<file path="src/rtl/placement_if.sv">
// -----------------------------------------------------------------------------
// placement_if
// Bundles the signals between the game controller and the ship-placement
// stage. Clock and reset stay plain ports on the modules.
//
//   placement_State      controller -> stage  high while in ship-placement state
//   ships_decided        controller -> stage  ship amount has been confirmed
//   player_amount_ships  controller -> stage  ships to place (3 bits)
//   btn_up/down/left/right/place
//                        controller -> stage  debounced active-high levels
//   cursor_x, cursor_y   stage -> controller  cursor column/row, 0..BOARD_N-1
//   board                stage -> controller  occupancy map, bit = y*BOARD_N + x
//   ships_placed         stage -> controller  ships placed so far
//   placement_done       stage -> controller  high while placement is complete
//   place_error          stage -> controller  one-cycle pulse on rejected place
//
// master: the controller side (drives the requests and buttons).
// slave:  the placement stage (drives the cursor, board and status).
// -----------------------------------------------------------------------------
interface placement_if #(
  parameter int BOARD_N = 5
);
  logic                         placement_State;
  logic                         ships_decided;
  logic [2:0]                   player_amount_ships;
  logic                         btn_up;
  logic                         btn_down;
  logic                         btn_left;
  logic                         btn_right;
  logic                         btn_place;
  logic [2:0]                   cursor_x;
  logic [2:0]                   cursor_y;
  logic [BOARD_N*BOARD_N-1:0]   board;
  logic [2:0]                   ships_placed;
  logic                         placement_done;
  logic                         place_error;

  modport master (
    output placement_State, ships_decided, player_amount_ships,
    output btn_up, btn_down, btn_left, btn_right, btn_place,
    input  cursor_x, cursor_y, board, ships_placed, placement_done, place_error
  );

  modport slave (
    input  placement_State, ships_decided, player_amount_ships,
    input  btn_up, btn_down, btn_left, btn_right, btn_place,
    output cursor_x, cursor_y, board, ships_placed, placement_done, place_error
  );
endinterface

</file>
<file path="src/rtl/placement_state.sv">
// -----------------------------------------------------------------------------
// placement_state
// Ship-placement stage of the board game. While the controller holds
// placement_State, the player moves a wrapping cursor with the direction
// buttons and drops ships with btn_place until the requested number (capped
// at BOARD_N) has been placed. The finished board is held for the attack
// stage until the next placement round begins.
//
// Ports
//   clk    game clock; every register updates on the falling edge
//   rst    asynchronous, active-low reset
//   bus    placement_if.slave (requests/buttons in, cursor/board/status out)
// -----------------------------------------------------------------------------
module placement_state #(
  parameter int BOARD_N = 5
) (
  input  logic         clk,
  input  logic         rst,
  placement_if.slave   bus
);

  localparam int CELLS = BOARD_N * BOARD_N;
  localparam int IDX_W = $clog2(CELLS);
  localparam logic [2:0] COORD_MAX  = 3'(BOARD_N - 1);
  localparam logic [2:0] TARGET_MAX = 3'(BOARD_N);

  typedef enum logic [1:0] {
    IDLE  = 2'd0,
    PLACE = 2'd1,
    DONE  = 2'd2
  } state_t;

  // Button vector layout: {up, down, left, right, place}
  localparam int B_UP    = 4;
  localparam int B_DOWN  = 3;
  localparam int B_LEFT  = 2;
  localparam int B_RIGHT = 1;
  localparam int B_PLACE = 0;

  state_t           state_q, state_d;
  logic [2:0]       cx_q, cx_d;
  logic [2:0]       cy_q, cy_d;
  logic [2:0]       ships_q, ships_d;
  logic [2:0]       target_q, target_d;
  logic [CELLS-1:0] board_q, board_d;
  logic             err_q, err_d;

  logic [4:0]       btn_now;
  logic [4:0]       btn_prev_q;
  logic [4:0]       btn_edge;
  logic [IDX_W-1:0] cell_idx;

  assign btn_now  = {bus.btn_up, bus.btn_down, bus.btn_left, bus.btn_right, bus.btn_place};
  // A held button produces one action: only the rising level counts.
  assign btn_edge = btn_now & ~btn_prev_q;

  // Cell under the cursor before any move in this cycle is applied.
  assign cell_idx = IDX_W'(cy_q) * IDX_W'(BOARD_N) + IDX_W'(cx_q);

  // NOTE: sequential state uses non-blocking assignments so every register
  // samples the values from before this edge, regardless of statement order.
  always_ff @(negedge clk or negedge rst) begin
    if (!rst) begin
      state_q    <= IDLE;
      cx_q       <= '0;
      cy_q       <= '0;
      ships_q    <= '0;
      target_q   <= '0;
      board_q    <= '0;
      err_q      <= 1'b0;
      btn_prev_q <= '0;
    end else begin
      state_q    <= state_d;
      cx_q       <= cx_d;
      cy_q       <= cy_d;
      ships_q    <= ships_d;
      target_q   <= target_d;
      board_q    <= board_d;
      err_q      <= err_d;
      btn_prev_q <= btn_now;
    end
  end

  // NOTE: every variable gets a default before the case statement so no path
  // leaves a value unassigned, which would otherwise infer a latch.
  always_comb begin
    state_d  = state_q;
    cx_d     = cx_q;
    cy_d     = cy_q;
    ships_d  = ships_q;
    target_d = target_q;
    board_d  = board_q;
    err_d    = 1'b0;

    unique case (state_q)
      IDLE: begin
        if (bus.placement_State && bus.ships_decided && (bus.player_amount_ships != 3'd0)) begin
          state_d  = PLACE;
          target_d = (bus.player_amount_ships > TARGET_MAX) ? TARGET_MAX : bus.player_amount_ships;
          board_d  = '0;
          ships_d  = '0;
          cx_d     = '0;
          cy_d     = '0;
        end
      end

      PLACE: begin
        if (!bus.placement_State) begin
          // Controller left placement early: the round is abandoned.
          state_d = IDLE;
          board_d = '0;
          ships_d = '0;
          cx_d    = '0;
          cy_d    = '0;
        end else begin
          if (btn_edge[B_PLACE]) begin
            if (board_q[cell_idx]) begin
              err_d = 1'b1;
            end else begin
              board_d[cell_idx] = 1'b1;
              ships_d           = 3'(ships_q + 3'd1);
              if (3'(ships_q + 3'd1) == target_q) begin
                state_d = DONE;
              end
            end
          end

          // One move per cycle, priority up > down > left > right.
          if (btn_edge[B_UP]) begin
            cy_d = (cy_q == 3'd0) ? COORD_MAX : 3'(cy_q - 3'd1);
          end else if (btn_edge[B_DOWN]) begin
            cy_d = (cy_q == COORD_MAX) ? 3'd0 : 3'(cy_q + 3'd1);
          end else if (btn_edge[B_LEFT]) begin
            cx_d = (cx_q == 3'd0) ? COORD_MAX : 3'(cx_q - 3'd1);
          end else if (btn_edge[B_RIGHT]) begin
            cx_d = (cx_q == COORD_MAX) ? 3'd0 : 3'(cx_q + 3'd1);
          end
        end
      end

      DONE: begin
        // Board and count stay visible to the attack stage.
        if (!bus.placement_State) begin
          state_d = IDLE;
        end
      end

      default: state_d = IDLE;
    endcase
  end

  assign bus.cursor_x       = cx_q;
  assign bus.cursor_y       = cy_q;
  assign bus.board          = board_q;
  assign bus.ships_placed   = ships_q;
  assign bus.placement_done = (state_q == DONE);
  assign bus.place_error    = err_q;

endmodule

</file>
<file path="src/flat_wrapper.sv">
// flat-port wrapper written by rule: the top's interface ports become plain ports
module placement_state_flat 
#(
  parameter int BOARD_N = 5
)
  (clk, rst, bus_placement_State, bus_ships_decided, bus_player_amount_ships, bus_btn_up, bus_btn_down, bus_btn_left, bus_btn_right, bus_btn_place, bus_cursor_x, bus_cursor_y, bus_board, bus_ships_placed, bus_placement_done, bus_place_error);
  placement_if #(.BOARD_N(BOARD_N)) bus_i ();
  input  logic clk;
  input  logic rst;
  input wire logic [$bits(bus_i.placement_State)-1:0] bus_placement_State;
  input wire logic [$bits(bus_i.ships_decided)-1:0] bus_ships_decided;
  input wire logic [$bits(bus_i.player_amount_ships)-1:0] bus_player_amount_ships;
  input wire logic [$bits(bus_i.btn_up)-1:0] bus_btn_up;
  input wire logic [$bits(bus_i.btn_down)-1:0] bus_btn_down;
  input wire logic [$bits(bus_i.btn_left)-1:0] bus_btn_left;
  input wire logic [$bits(bus_i.btn_right)-1:0] bus_btn_right;
  input wire logic [$bits(bus_i.btn_place)-1:0] bus_btn_place;
  output wire logic [$bits(bus_i.cursor_x)-1:0] bus_cursor_x;
  output wire logic [$bits(bus_i.cursor_y)-1:0] bus_cursor_y;
  output wire logic [$bits(bus_i.board)-1:0] bus_board;
  output wire logic [$bits(bus_i.ships_placed)-1:0] bus_ships_placed;
  output wire logic [$bits(bus_i.placement_done)-1:0] bus_placement_done;
  output wire logic [$bits(bus_i.place_error)-1:0] bus_place_error;
  assign bus_i.placement_State = bus_placement_State;
  assign bus_i.ships_decided = bus_ships_decided;
  assign bus_i.player_amount_ships = bus_player_amount_ships;
  assign bus_i.btn_up = bus_btn_up;
  assign bus_i.btn_down = bus_btn_down;
  assign bus_i.btn_left = bus_btn_left;
  assign bus_i.btn_right = bus_btn_right;
  assign bus_i.btn_place = bus_btn_place;
  assign bus_cursor_x = bus_i.cursor_x;
  assign bus_cursor_y = bus_i.cursor_y;
  assign bus_board = bus_i.board;
  assign bus_ships_placed = bus_i.ships_placed;
  assign bus_placement_done = bus_i.placement_done;
  assign bus_place_error = bus_i.place_error;
  placement_state #(.BOARD_N(BOARD_N)) u_core (.clk(clk), .rst(rst), .bus(bus_i));
endmodule
</file>
<file path="config.mk">
export PLATFORM = sky130hd
export DESIGN_NAME = placement_state_flat
export DESIGN_NICKNAME = d
export VERILOG_FILES = /design/src/rtl/placement_if.sv /design/src/rtl/placement_state.sv /design/src/flat_wrapper.sv
export SDC_FILE = /design/constraint.sdc
export NUM_CORES = 1
export LEC_CHECK = 0
export CORE_MARGIN = 4
export CORE_UTILIZATION = 40
export CTS_CLUSTER_SIZE = 20
export DETAILED_ROUTE_END_ITERATION = 16
export SLEW_MARGIN = 20
export SYNTH_ARGS = -nofsm -noshare
export SYNTH_HDL_FRONTEND = slang
export SYNTH_SLANG_ARGS = --single-unit
</file>
<file path="constraint.sdc">
create_clock -name clk -period 4.45 [get_ports clk]
set_clock_uncertainty 0.05 [all_clocks]
set_input_delay 1.1125 -clock clk [delete_from_list [all_inputs] [get_ports clk]]
set_output_delay 1.1125 -clock clk [all_outputs]
set_load 0.03 [all_outputs]
</file>
==> impl_metrics.tcl <==
set metrics [dict create \
    status "finished clean" \
    grt_pass1_wl_um 10540 \
    cts_tree "yes" \
    power_mw 1.216 \
    critPathKind "in -> reg" \
    async_reset_ff_frac 1.000 \
    dpl.hpwl_um 4672 \
    gp_congestion 0.8252 \
    grt_pass1_vias 2106 \
    setup_viol 0 \
    layout_setup_ws_ns 0.05432 \
    wl_per_cell_um 16.34 \
    numClockSinks 45 \
    drtIter0Drc 75 \
    irDropWorstVdd_mv 0.1606 \
    synth_top_family_by_area "compound AO/OA/AOI/OAI gates" \
    synth_top_area_cell "dfrtn_1" \
    synthXorXnorAreaFrac 0.03725 \
    drive_gt1_frac 0.3153 \
    synth-simple-area-share 0.1306 \
    clock_path_buffers 2 \
    port_buffers 47 \
    via_count 2134 \
    pin_count 48 \
    swShare 0.3446 \
    synth-seq-cells 45 \
    routed_wl_um 6387 \
    start_util 0.4096 \
    cts_made_buffers 5 \
    cts_hold_buf 0 \
    multi_input_area_um2 1443 \
    p_comb_frac 0.364 \
    synth_edf_count 0 \
    dp_slack_ns -0.5701 \
    synth_area_um2 2586 \
    finalHoldViolCount 0 \
    power_density_nw_per_um2 348.9 \
    p_switching_mw 0.4192 \
    relSlewSlack 0.6187 \
    hold_path.class "reg -> reg" \
    mostFrequentLayoutCell "buf_4" \
    htreeDepth 2 \
    syn-num-nets 267 \
    maxCapViolations 0 \
    whs_ns 0.4215 \
    layout_common_cells "buf_4 (60), dfrtn_1 (45), ha_1 (17)" \
    ys_seq_area_frac 0.4354 \
    core.rowCount 29 \
    grt_use_total 0.1712 \
    crit_fanout 25 \
    dieArea_um2 7816 \
    arrival_ns 2.27 \
    crit_required_ns 2.32 \
    ys_top_cells_by_area "dfrtn_1 (44%), ha_1 (8.2%), a32o_1 (6.2%)" \
    ys_types 52 \
    worstSetupEndpointType "flip-flop" \
    grt_max_degree 46 \
    worst_pin_slew_ns 0.5679 \
    synth_cells 237 \
    synth_compound_area_frac 0.2037 \
    antenna_found_initial 0 \
    antennaDiodeCount 0 \
    ant_nets 0 \
    syn_avg_cell_area_um2 10.91 \
    synthMuxAreaShare 0.05999 \
    synth_fa_ha_area_frac 0.08999 \
    cts-root-buf "clkbuf_8" \
    clk_latency_ns 0.30 \
    power_frac_seq 0.372 \
    internal_power_mw 0.7971 \
    path_clk_slew_ns 0.06 \
    synth.top_cell.area_share 0.4354 \
    via_per_inst 5.458 \
    core_area_um2 6314 \
    first_pass_iters 4 \
    num-nets-final 343 \
    synthFlopType "dfrtn_1" \
    yosysWarnings 0 \
    placed_cells 379 \
    die_width_um 88.41 \
    layout.cells.non_filler 391 \
    drv_slew 0 \
    seqCellArea_um2 1126 \
    overflow 0 \
    p_leak_nw 1.745 \
    area_growth_pct 34.78 \
    fill_cells 591 \
    drc 0 \
    start_kind "input port" \
    p_clk_frac 0.263 \
    dieHeight_um 88.41 \
    setup_tns_ns 0 \
]
[critical path, stage by stage]
cell and delay (ns):
clkdlybuf4s15_1 0.23, nand2_1 0.18, or2_2 0.15, buf_4 0.10
nand2_2 0.07, buf_12 0.17, a22o_1 0.24
[worst paths after layout]
kind,startpoint,endpoint,slack [ns],depth (start not counted)
setup / recovery,bus_placement_State,u_core.bus.board[11]$_DFFE_NN0P_,0.05,7
hold / removal,u_core.bus.board[7]$_DFFE_NN0P_,u_core.bus.board[7]$_DFFE_NN0P_,0.42,1
setup reg to reg,u_core.bus.cursor_y[2]$_DFFE_NN0P_,u_core.bus.ships_placed[2]$_DFFE_NN0P_,0.89,11
hold reg to reg,u_core.bus.board[7]$_DFFE_NN0P_,u_core.bus.board[7]$_DFFE_NN0P_,0.42,1
max in group asynchronous,rst,u_core.btn_prev_q[1]$_DFF_NN0_,1.24,2
min in group asynchronous,rst,u_core.bus.board[7]$_DFFE_NN0P_,2.84,2
[state kept, by name, indices dropped and copies added, names as in the netlist]
register,count
u_core.bus.place_error,1
u_core.bus.cursor_y,3
u_core.bus.ships_placed,3
u_core.state_q,2
u_core.btn_prev_q,5
u_core.target_q,3
u_core.bus.board,25
u_core.bus.cursor_x,3
[stage by stage]
stage                     instance area [µm²]  utilization
after CTS                                3385       0.5361
final                                    3486       0.5521
after global placement                   3241       0.5133
after floorplan                          2606            -
after global routing                     3486       0.5521
after detailed placement                 3241       0.5133
[routing by layer]
metal | part of all wire | routed length [µm] | up-vias | global-route usage
li1 | - | - | 1036 | -
met1 | 0.46 | 2967 | 1041 | 0.2397
met2 | 0.48 | 3034 | 51 | 0.2767
met3 | 0.052 | 331 | 6 | 0.03352
met4 | 0.0083 | 53 | 0 | 0.03709
met5 | 0 | 0 | - | 0
[power groups by stage]
| stage | clock network (mW) | registers [mW] | logic, mW |
|---|---|---|---|
| 2_1_floorplan | 0 | 0.486 | 0.264 |
| 3_3_place_gp | 0 | 0.459 | 0.419 |
| 3_5_place_dp | 0 | 0.460 | 0.425 |
| 4_1_cts | 0.332 | 0.453 | 0.428 |
| 5_1_grt | 0.346 | 0.457 | 0.487 |
| 6_report | 0.320 | 0.453 | 0.443 |
[Yosys cell counts, drive strengths merged (4+ instances only)]
cell / n
dfrtn: 45
ha: 17
nor2: 17
a32o: 16
inv: 14
nand2: 13
a22o: 12
o21ai: 11
a21oi: 8
xnor2: 8
mux2: 7
nor2b: 7
buf: 6
nor3: 6
a21o: 4
[area by class of cell]
type | instances | area share
clock buffers | 7 | 0.02477
clock inverters | 1 | 0.008615
inverters | 14 | 0.01508
multi-input cells | 170 | 0.4139
flip-flops and latches | 45 | 0.3230
well taps | 77 | 0.02764
repair buffers | 77 | 0.1870
[logic make-up after synthesis]
| family | count (synthesis) |
|---|---|
| adders and majority gates | 18 |
| DFF | 45 |
| AOI/OAI and AO/OA | 67 |
| buffers and inverters | 22 |
| and+or+nand+nor | 63 |
| xor gates and xnor gates | 11 |
| muxes | 11 |
[repair_timing]
item | CTS | global route
gates cloned | 0 | 0
gates resized for setup | 12 | 27
hold endpoints to repair | 0 | 0
setup endpoints to repair | 40 | 37
pin swaps | 2 | 6
buffers inserted | 2 | 2
(Power assumes the default switching activity.)
